$ cat src/rtl/event_data_monitor.sv
// Event data monitor.
// Sits after the readout FIFO/decoder. Tracks event boundaries with a two-state
// FSM, counts hits per event, classifies closed events as good or empty,
// checks each hit's embedded BCID against the running BCID and checks BCID
// continuity (with orbit wrap) at every event start. Statistics counters
// either saturate or wrap; any such overflow sets a sticky flag.
//
// Ports:
//   clk, reset (sync, active-high), enable (0 = freeze everything)
//   TDCData/hit        : data word and its valid strobe
//   eventStart         : first cycle of a new event
//   BCID               : running bunch-crossing ID
//   totalClockCount    : enabled cycles since reset (always wraps)
//   totalGoodEventCount, emptyEventCount, orphanHitCount,
//   BCIDErrorCount, BCIDSeqErrorCount : statistics counters
//   hitsInLastEvent, maxHitsPerEvent  : per-event hit statistics
//   inEvent            : FSM is in IN_EVENT
//   overflowFlag       : sticky, any statistics counter hit all-ones with an
//                        increment pending
//
// state    | meaning
// IDLE     | no event open yet since reset; hits here are orphans
// IN_EVENT | an event is open; each eventStart closes it and opens the next
module event_data_monitor #(
    parameter int DATA_WIDTH = 29,
    parameter int BCID_WIDTH = 12,
    parameter int BCID_LSB   = 9,
    parameter int BCID_MAX   = 3563,
    parameter int CNT_WIDTH  = 20,
    parameter int HIT_WIDTH  = 9,
    parameter int SATURATE   = 1
) (
    input  logic                  clk,
    input  logic                  reset,
    input  logic                  enable,
    input  logic [DATA_WIDTH-1:0] TDCData,
    input  logic                  hit,
    input  logic                  eventStart,
    input  logic [BCID_WIDTH-1:0] BCID,
    output logic [CNT_WIDTH-1:0]  totalClockCount,
    output logic [CNT_WIDTH-1:0]  totalGoodEventCount,
    output logic [CNT_WIDTH-1:0]  emptyEventCount,
    output logic [CNT_WIDTH-1:0]  orphanHitCount,
    output logic [CNT_WIDTH-1:0]  BCIDErrorCount,
    output logic [CNT_WIDTH-1:0]  BCIDSeqErrorCount,
    output logic [HIT_WIDTH-1:0]  hitsInLastEvent,
    output logic [HIT_WIDTH-1:0]  maxHitsPerEvent,
    output logic                  inEvent,
    output logic                  overflowFlag
);

    localparam logic ST_IDLE     = 1'b0;
    localparam logic ST_IN_EVENT = 1'b1;

    localparam logic [BCID_WIDTH-1:0] BCID_LAST = BCID_WIDTH'(BCID_MAX);

    logic                  state;
    logic [HIT_WIDTH-1:0]  cur_hits;
    logic [BCID_WIDTH-1:0] bcid_ref;
    logic                  bcid_ref_valid;

    logic                  close_evt;
    logic                  inc_good;
    logic                  inc_empty;
    logic                  inc_orphan;
    logic                  inc_bcid_err;
    logic                  inc_seq_err;
    logic                  any_overflow;
    logic [BCID_WIDTH-1:0] embedded_bcid;
    logic [BCID_WIDTH-1:0] bcid_expected;
    logic                  unused_tdc;

    // Only the BCID field of the data word is inspected.
    assign unused_tdc    = ^TDCData;
    assign embedded_bcid = TDCData[BCID_LSB +: BCID_WIDTH];
    assign bcid_expected = (bcid_ref == BCID_LAST) ? '0 : bcid_ref + BCID_WIDTH'(1);

    assign close_evt    = eventStart && (state == ST_IN_EVENT);
    assign inc_good     = close_evt && (cur_hits != '0);
    assign inc_empty    = close_evt && (cur_hits == '0);
    assign inc_orphan   = hit && !eventStart && (state == ST_IDLE);
    assign inc_bcid_err = hit && (embedded_bcid != BCID);
    assign inc_seq_err  = eventStart && bcid_ref_valid && (BCID != bcid_expected);

    assign any_overflow = (inc_good     && (&totalGoodEventCount)) ||
                          (inc_empty    && (&emptyEventCount))     ||
                          (inc_orphan   && (&orphanHitCount))      ||
                          (inc_bcid_err && (&BCIDErrorCount))      ||
                          (inc_seq_err  && (&BCIDSeqErrorCount));

    function automatic logic [CNT_WIDTH-1:0] bump(input logic [CNT_WIDTH-1:0] v,
                                                  input logic inc);
        if (!inc)
            return v;
        if (&v)
            return (SATURATE != 0) ? v : '0;
        return v + CNT_WIDTH'(1);
    endfunction

    always_ff @(posedge clk) begin
        if (reset) begin
            state               <= ST_IDLE;
            cur_hits            <= '0;
            bcid_ref            <= '0;
            bcid_ref_valid      <= 1'b0;
            totalClockCount     <= '0;
            totalGoodEventCount <= '0;
            emptyEventCount     <= '0;
            orphanHitCount      <= '0;
            BCIDErrorCount      <= '0;
            BCIDSeqErrorCount   <= '0;
            hitsInLastEvent     <= '0;
            maxHitsPerEvent     <= '0;
            inEvent             <= 1'b0;
            overflowFlag        <= 1'b0;
        end else if (enable) begin
            totalClockCount     <= totalClockCount + CNT_WIDTH'(1);
            totalGoodEventCount <= bump(totalGoodEventCount, inc_good);
            emptyEventCount     <= bump(emptyEventCount, inc_empty);
            orphanHitCount      <= bump(orphanHitCount, inc_orphan);
            BCIDErrorCount      <= bump(BCIDErrorCount, inc_bcid_err);
            BCIDSeqErrorCount   <= bump(BCIDSeqErrorCount, inc_seq_err);
            if (any_overflow)
                overflowFlag <= 1'b1;

            if (eventStart) begin
                state          <= ST_IN_EVENT;
                inEvent        <= 1'b1;
                bcid_ref       <= BCID;
                bcid_ref_valid <= 1'b1;
                // A hit on the start cycle belongs to the event being opened.
                cur_hits       <= hit ? HIT_WIDTH'(1) : '0;
            end else if (state == ST_IN_EVENT && hit && !(&cur_hits)) begin
                cur_hits <= cur_hits + HIT_WIDTH'(1);
            end

            if (close_evt) begin
                hitsInLastEvent <= cur_hits;
                if (cur_hits > maxHitsPerEvent)
                    maxHitsPerEvent <= cur_hits;
            end
        end
    end

endmodule

$ cat config.mk
export PLATFORM = sky130hd
export DESIGN_NAME = event_data_monitor
export DESIGN_NICKNAME = d
export VERILOG_FILES = /design/src/rtl/event_data_monitor.sv
export SDC_FILE = /design/constraint.sdc
export NUM_CORES = 1
export LEC_CHECK = 0
export BUFFER_PORTS_ARGS = -buffer_cell sky130_fd_sc_hd__buf_4
export CORE_UTILIZATION = 46
export DETAILED_ROUTE_END_ITERATION = 6
export GPL_ROUTABILITY_DRIVEN = 0
export PLACE_DENSITY = 0.81
export SYNTH_ARGS = -nofsm -noshare
export SYNTH_HDL_FRONTEND = slang
export SYNTH_SLANG_ARGS = --single-unit
$ cat constraint.sdc
create_clock -name clk -period 4.1 [get_ports clk]
set_clock_uncertainty 0.15 [all_clocks]
set_input_delay 1.23 -clock clk [delete_from_list [all_inputs] [get_ports clk]]
set_output_delay 1.23 -clock clk [all_outputs]
set_load 0.02 [all_outputs]
### Yosys cells after proc, flatten, opt, wreduce, memory -nomap -nowiden

Index checks and enable logic that the tools add are counted.

| storage, ports and cells | value |
|---|---|
| register bits after elaboration | 161 |
| latch bits | 0 |
| bits in writable memories | 0 |
| ROM bits | 0 |
| input port bits | 46 |
| output and inout port bits | 140 |
| memories kept | 0 |

| operators by class | value |
|---|---|
| $add $sub $neg | 8 |
| multiply operators | 0 |
| divide/modulo/power cells | 0 |
| order comparisons | 1 |
| eq/ne operators | 8 |
| shift operators | 0 |
| mux-type cells | 59 |
| bitwise logic cells | 1 |
| reduce and logical (&&, ||, !) cells | 39 |

Operator list:

| kind | number |
|---|---|
| 20-bit 2-to-1 mux | 20 |
| 20-bit by 1-bit adder with 20-bit output, second input constant | 6 |
| 20-bit AND reduction | 5 |
| 1-bit 2-to-1 mux | 36 |
| 12-bit != test | 2 |
| 9-bit 2-to-1 mux | 2 |
| 2-bit AND reduction | 9 |
| 3-bit != test, second input constant | 5 |
| 1-bit logical AND | 14 |
| 12-bit by 1-bit adder with 12-bit output, second input constant | 1 |
| 12-bit equality test, second input constant | 1 |
| 12-bit 2-to-1 mux | 1 |
| 9-bit by 1-bit adder with 9-bit output, second input constant | 1 |
| 9-bit > comparator | 1 |
| 9-bit logical NOT | 1 |
| 9-bit AND reduction | 1 |
| 9-bit nonzero test | 1 |
| 1-bit logical OR | 4 |
| 3-bit AND reduction | 1 |
| 1-bit logical NOT | 2 |
| 2-bit nonzero test | 1 |
| 1-bit inverter | 1 |

### Longest topological paths before layout

Gate-level depths: netlist of run 1.

| depth | value |
|---|---|
| depth in word-level cells | 12 |
| mapped depth | 12 |
| mapped depth without buffers | 11 |

### Worst setup path after synthesis of run 1

No wires, ideal clock.

| timing path | value |
|---|---|
| path type | input to register |
| start point | input BCID[11] |
| end point | register BCIDSeqErrorCount[0] |
| arrival time | 3.371 ns |
| data required time | 3.829 ns |
| slack | 0.458 ns |
| stages | 9 |
| path through | nor2b_1 > a31o_1 > a221o_1 > a2111oi_4 > o2111ai_2 > a2111oi_4 > buf_6 > nor3_1 > mux2_4 |

| between the ends | value |
|---|---|
| word-level cells in the longest chain between the ends | 7 |
| elaborated cells between the ends (all ways) | 8 |
| classes of those cells | 2 x eq/ne; 4 x mux; 2 x reduce/logical |

RTL lines:

| element | RTL line | source |
|---|---|---|
| from (decl) | 39 | `input logic [BCID_WIDTH-1:0] BCID,` |
| 12-bit != test * | 83 | `assign inc_seq_err = eventStart && bcid_ref_valid && (BCID != bcid_expected);` |
| 1-bit logical AND * | 83 |  |
| 1-bit 2-to-1 mux * | 93 | `if (!inc)` |
| 1-bit 2-to-1 mux * | 116 | `end else if (enable) begin` |
| 1-bit 2-to-1 mux * | 101 | `if (reset) begin` |
| 3-bit != test (no source line) | - |  |
| 2-bit AND reduction (no source line) | - |  |
| to (signal assigned) | 122 | `BCIDSeqErrorCount <= bump(BCIDSeqErrorCount, inc_seq_err);` |
| to (decl) | 45 | `output logic [CNT_WIDTH-1:0] BCIDSeqErrorCount,` |

Mark *: on every way between the ends. The rest lies on a longest branch, timed or not. The select of a mux whose other input is x is not followed.
A chain may end at the register's enable or synchronous reset.

### Final worst setup path of run 1

Same ends and word-level chain as after synthesis.

==> flow_summary.toml, run 1 <==
[status]
outcome = "finished clean"

[pwr]
ir_drop_worst_vdd_mv = 0.299
power-per-cell-area_nw_per_um2 = 345
pleak_nw = 4.03

[die]
rows = 47
ios = 186
floorplan.core_area_um2 = 16800
fp.dieW_um = 134
initial_cell_density_of_the_core = 0.478
die_area_um2 = 18000
height_of_the_die_um = 134

[synth]
post_synth_top_area_share = 0.401
post_synth_num_cell_types = 59
synth.area.top_cells = "dfxtp_1, xor2_1, nor2_1"
synth_top_cell_by_area = "dfxtp_1"
synth_flop_cell = "dfxtp_1"
avg_cell_area_syn_um2 = 8.28
synth-seq-area-share = 0.401
synth_area_um2 = 8030
synth_fp_nets = 1035
synth-warning-count = 0
count_of_flip_flops_with_a_built_in_enable_after_synthesis = 0
ys_seq_elements = 161
synth_async_sr_flop_share = 0
syn-instance-count = 970

[global_routing]
wire_length_of_the_first_global_routing_pass_um = 32000
gr-total-overflow = 0
antenna_found_initial = 0
grt_start_max_net_pins = 84
track_usage = 0.219
grt_pass1_vias = 6692

[cts]
cts-hold-fix-buffers = 0
clk-insertion-delay-late_ns = 0.42
clk_transition_reported_paths_ns = 0.06
post_cts_buffers = 0
max-clock-path-buffers = 2
tritoncts = "done"
ctsHtreeMaxLevel = 4
total_cts_buffers = 17
post_cts.resized_instances = 0
cts.sinks = 161
cts-root-buf = "clkbuf_16"

[critical_path]
critical_path.reg2reg.endpoint = "BCIDSeqErrorCount[0]"
cp.arrival_ns = 3.55
path_class = "input port to flip-flop"
crit_path_start = "BCID[11]"
timing.critical_path.from_type = "input port"
worst-endpoint-required_ns = 4.26
r2r_cells = 10
crit_family = "compound AO/OA/AOI/OAI gates"
worst_path_most_repeated_cell = "a2111oi_4"
timing.critical_path.to = "BCIDSeqErrorCount[0]"
cp_slowest_cell = "a2111oi_4"
timing.critical_path.fanout_max = 25
crit_chain = "buf_4 > nor2b_1 > a31o_1 > a221o_1 > a2111oi_4 > o2111ai_2 > a2111oi_4 > buf_12 > nor3_1 > mux2_4"
rr_startpoint = "bcid_ref[0]"
worstSetupEndpointType = "flip-flop"
cp_num_buf_inv = 2
critPathMaxStageDelay_ns = 0.42
cp.depth = 10
r2r_slack_ns = 0.81

[sta]
layout_setup_ws_ns = 0.707
period_needed_ns = 3.39
slew-limit-headroom = 0.537
achievable-frequency_ghz = 0.295
drv_slew = 0
worstMarginPinSlew_ns = 0.688
final_setup_violation_count = 0
fin_crit_sh = 0.828
finalHoldViolCount = 0
rsz0062_at_grt = "false"
fin_tns_setup_ns = 0

[place]
number_of_i_o_port_buffers = 168
detailedPlacementHpwl_um = 14000
pre_cts_slack_ns = 0.272

[cells_and_area]
antenna_cells = 0
drive_gt1_frac = 0.207
layout.cells.most_common_list = "buf_4, dfxtp_1, nor2_1"
layout_commonest_cell = "buf_4"
fill_cells = 1491
finalNetCount = 1195
synthToLayoutAreaGrowth_pct = 26.5

[worst_hold_path]
whs_path_depth = 2
worstHoldPathType = "flip-flop to flip-flop"

[routing]
via_count = 7277
totalWireLength_um = 19500
detail_route.vias_per_cell = 5.34
initialDrtViolationCount = 288
wire_per_inst_um = 14.3
detail_route.drc_violations = 0
drt_pre_antenna_iters = 4
route.antenna.remaining_nets = 0

[job]
max-cap-violations = 0
-- worst min-delay path: stages (launching register included) --
cell,delay (ns)
dfxtp_1,0.31
nand2_1,0.05
a21oi_1,0.05
-- layer usage --
| metal | global-route usage | wire [um] |
|---|---|---|
| met5 | 0 | 0 |
| met4 | 0.0737 | 342 |
| met3 | 0.0688 | 1470 |
| met2 | 0.351 | 8910 |
| met1 | 0.278 | 8820 |
-- synthesized netlist by cell type, drive strengths merged (27+ instances only) --
master / count
dfxtp: 161
nor2: 136
nand2: 116
xor2: 67
a21oi: 54
nand3: 37
nand4: 35
xnor2: 35
inv: 31
clkbuf: 30
or3: 29
o21ai: 27
-- per-stage QoR --
step,hold WS (ns),instance area (um^2),utilization,total power [W],cells
3_5_place_dp,0.298,9510,0.566,0.00179,1331
5_1_grt,0.330,10200,0.604,0.00363,1363
2_1_floorplan,0.304,8030,-,0.00173,970
3_3_place_gp,0.296,9510,0.566,0.00179,1331
4_1_cts,0.308,10200,0.604,0.00354,1363
6_report,0.308,10200,0.604,0.00350,1363
-- registers in the layout (all words and copies together) (netlist names), 9 cells and up --
name,flops
BCIDSeqErrorCount,20
cur_hits,9
BCIDErrorCount,20
emptyEventCount,20
maxHitsPerEvent,9
orphanHitCount,20
hitsInLastEvent,9
totalClockCount,20
bcid_ref,12
totalGoodEventCount,20
-- cell families after synthesis --
family	count (synthesis)	synth area share
adders and majority gates	19	0.0296
muxes	31	0.0413
AOI/OAI and AO/OA	118	0.0936
DFF	161	0.401
buffers and inverters	68	0.0340
xor gates and xnor gates	102	0.111
and+or+nand+nor	471	0.289
-- worst min path at each step --
stage                        from            endpoint  slack [ns]
2_1_floorplan        bcid_ref[11]        bcid_ref[11]        0.30
4_1_cts        hitsInLastEvent[7]  hitsInLastEvent[7]        0.31
6_report       hitsInLastEvent[7]  hitsInLastEvent[7]        0.31
3_5_place_dp   hitsInLastEvent[7]  hitsInLastEvent[7]        0.30
3_3_place_gp   hitsInLastEvent[6]  hitsInLastEvent[6]        0.30
5_1_grt        hitsInLastEvent[7]  hitsInLastEvent[7]        0.33
-- where the power goes --
part	leakage, nW	internal (W)	switching, W
Clock	0.315	0.00110	0.000643
Combinational	2.42	0.0000661	0.0000976
Sequential	1.30	0.00158	0.0000191
-- final cells by class --
cell class | instances | area [um^2] | area share
clock buffer | 20 | 447 | 0.0439
clock inverter | 12 | 203 | 0.0199
inverter | 31 | 116 | 0.0114
multi-input combinational | 741 | 4540 | 0.447
sequential | 161 | 3220 | 0.317
tap | 220 | 275 | 0.0271
timing repair buffer | 178 | 1360 | 0.134
No activity file was read; power rests on OpenSTA's default activity.
==> run 2, diff against run 1 <==
Clock period 4.1 ns to 3.2 ns, I/O delays scaled along.
==> flow_summary.toml, run 2 (synthesis results as in run 1) <==
[routing]
totalWireLength_um = 20100
detail_route.vias_per_cell = 5.36
wire_per_inst_um = 14.5
route.antenna.remaining_nets = 0
via_count = 7459
initialDrtViolationCount = 281
detail_route.drc_violations = 0
drt_pre_antenna_iters = 5

[sta]
slew-limit-headroom = 0.535
rsz0062_at_grt = "true"
fin_crit_sh = 0.968
finalHoldViolCount = 0
drv_slew = 0
achievable-frequency_ghz = 0.323
fin_tns_setup_ns = 0
period_needed_ns = 3.10
worstMarginPinSlew_ns = 0.697
final_setup_violation_count = 0

[cts]
tritoncts = "done"
cts.sinks = 161
cts-root-buf = "clkbuf_16"
clk_transition_reported_paths_ns = 0.06
total_cts_buffers = 17
cts-hold-fix-buffers = 0
clk-insertion-delay-late_ns = 0.42
ctsHtreeMaxLevel = 4
max-clock-path-buffers = 2

[cells_and_area]
final_core_utilization = 0.615
antenna_cells = 0
final_cell_count_no_fill = 1391
finalNetCount = 1224
layout_commonest_cell = "buf_4"
drive_gt1_frac = 0.228
synthToLayoutAreaGrowth_pct = 28.7
fin_area_um2 = 10300
layout.cells.most_common_list = "buf_4, dfxtp_1, nor2_1"

[critical_path]
crit_chain = "ha_1 > nand4_1 > or4b_2 > o211ai_1 > xnor2_1 > nand3_1 > a2111oi_4 > buf_12 > buf_4 > o311a_1 > a2111oi_1"
cp_num_buf_inv = 2
worstSetupEndpointType = "flip-flop"
r2r_slack_ns = 0.10
crit_family = "simple AND/OR/NAND/NOR gates"
worst-endpoint-required_ns = 3.35
critPathMaxStageDelay_ns = 0.66
cp.arrival_ns = 3.25
path_class = "flip-flop to flip-flop"
timing.critical_path.fanout_max = 25
timing.critical_path.from_type = "flip-flop"
cp_slowest_cell = "or4b_2"

[place]
detailedPlacementHpwl_um = 14600
postPlaceCellArea_um2 = 9760
number_of_i_o_port_buffers = 168
numPlacedInstances = 1360

[die]
fp.dieW_um = 134
die_area_um2 = 18000
initial_cell_density_of_the_core = 0.478
floorplan.core_area_um2 = 16800
ios = 186
rows = 47
height_of_the_die_um = 134

[job]
max-cap-violations = 0

[global_routing]
track_usage = 0.224
grt_pass1_vias = 6897
gr-total-overflow = 0
wire_length_of_the_first_global_routing_pass_um = 32800
antenna_found_initial = 0
grt_start_max_net_pins = 71

[worst_hold_path]
worstHoldPathType = "flip-flop to flip-flop"

[pwr]
pleak_nw = 4.14
power-per-cell-area_nw_per_um2 = 410
ir_drop_worst_vdd_mv = 0.362

[status]
outcome = "finished clean"
run 2: where the power goes:
part,internal [W],total (W),switching [W]
registers,0.00202,0.00204,0.0000204
clock network,0.00117,0.00196,0.000798
logic,0.0000970,0.000231,0.000134
run 2: per-stage QoR:
step	power [W]	hold WS, ns	setup slack (ns)
after floorplan	0.00221	0.304	0.0338
after global placement	0.00231	0.301	-0.0764
after detailed placement	0.00231	0.306	-0.108
after CTS	0.00428	0.318	0.0215
after global routing	0.00439	0.350	-0.0257
final	0.00423	0.314	0.103
run 2: final cells by class:
type / instances / area, um^2
Clock inverter: 9 / 109
Tap cell: 220 / 275
Fill cell: 1473 / 6480
Sequential cell: 161 / 3220
Timing Repair Buffer: 207 / 1600
Multi-Input combinational cell: 741 / 4560
Inverter: 31 / 116
Clock buffer: 22 / 454
run 2: worst paths after layout:
check,startpoint,endpoint,cells past startpoint
worst min-delay path,hitsInLastEvent[4],hitsInLastEvent[4],2
worst min register to register,hitsInLastEvent[4],hitsInLastEvent[4],2
worst max-delay path,bcid_ref[0],overflowFlag,11
worst max register to register,bcid_ref[0],overflowFlag,11
run 2: what timing repair did:
action,4_1_cts,5_1_grt
endpoints found under the hold margin,0,0
buffers inserted,0,0
endpoints found under the setup margin,0,8
gates resized for setup,0,5
run 2: per-layer routing:
metal | global-route usage | routed length, um | vias up | part of all wire
met3 | 0.0658 | 1430 | 26 | 0.071
met2 | 0.371 | 9410 | 194 | 0.47
met1 | 0.285 | 9000 | 3495 | 0.45
met4 | 0.0605 | 303 | 0 | 0.015
met5 | 0 | 0 | - | 0
li1 | - | - | 3744 | -
run 2: tightest hold or removal path, cell delays in order, from the launching register on:
cell and delay [ns]:
dfxtp_1 0.31, nand2_1 0.05, a21oi_1 0.05
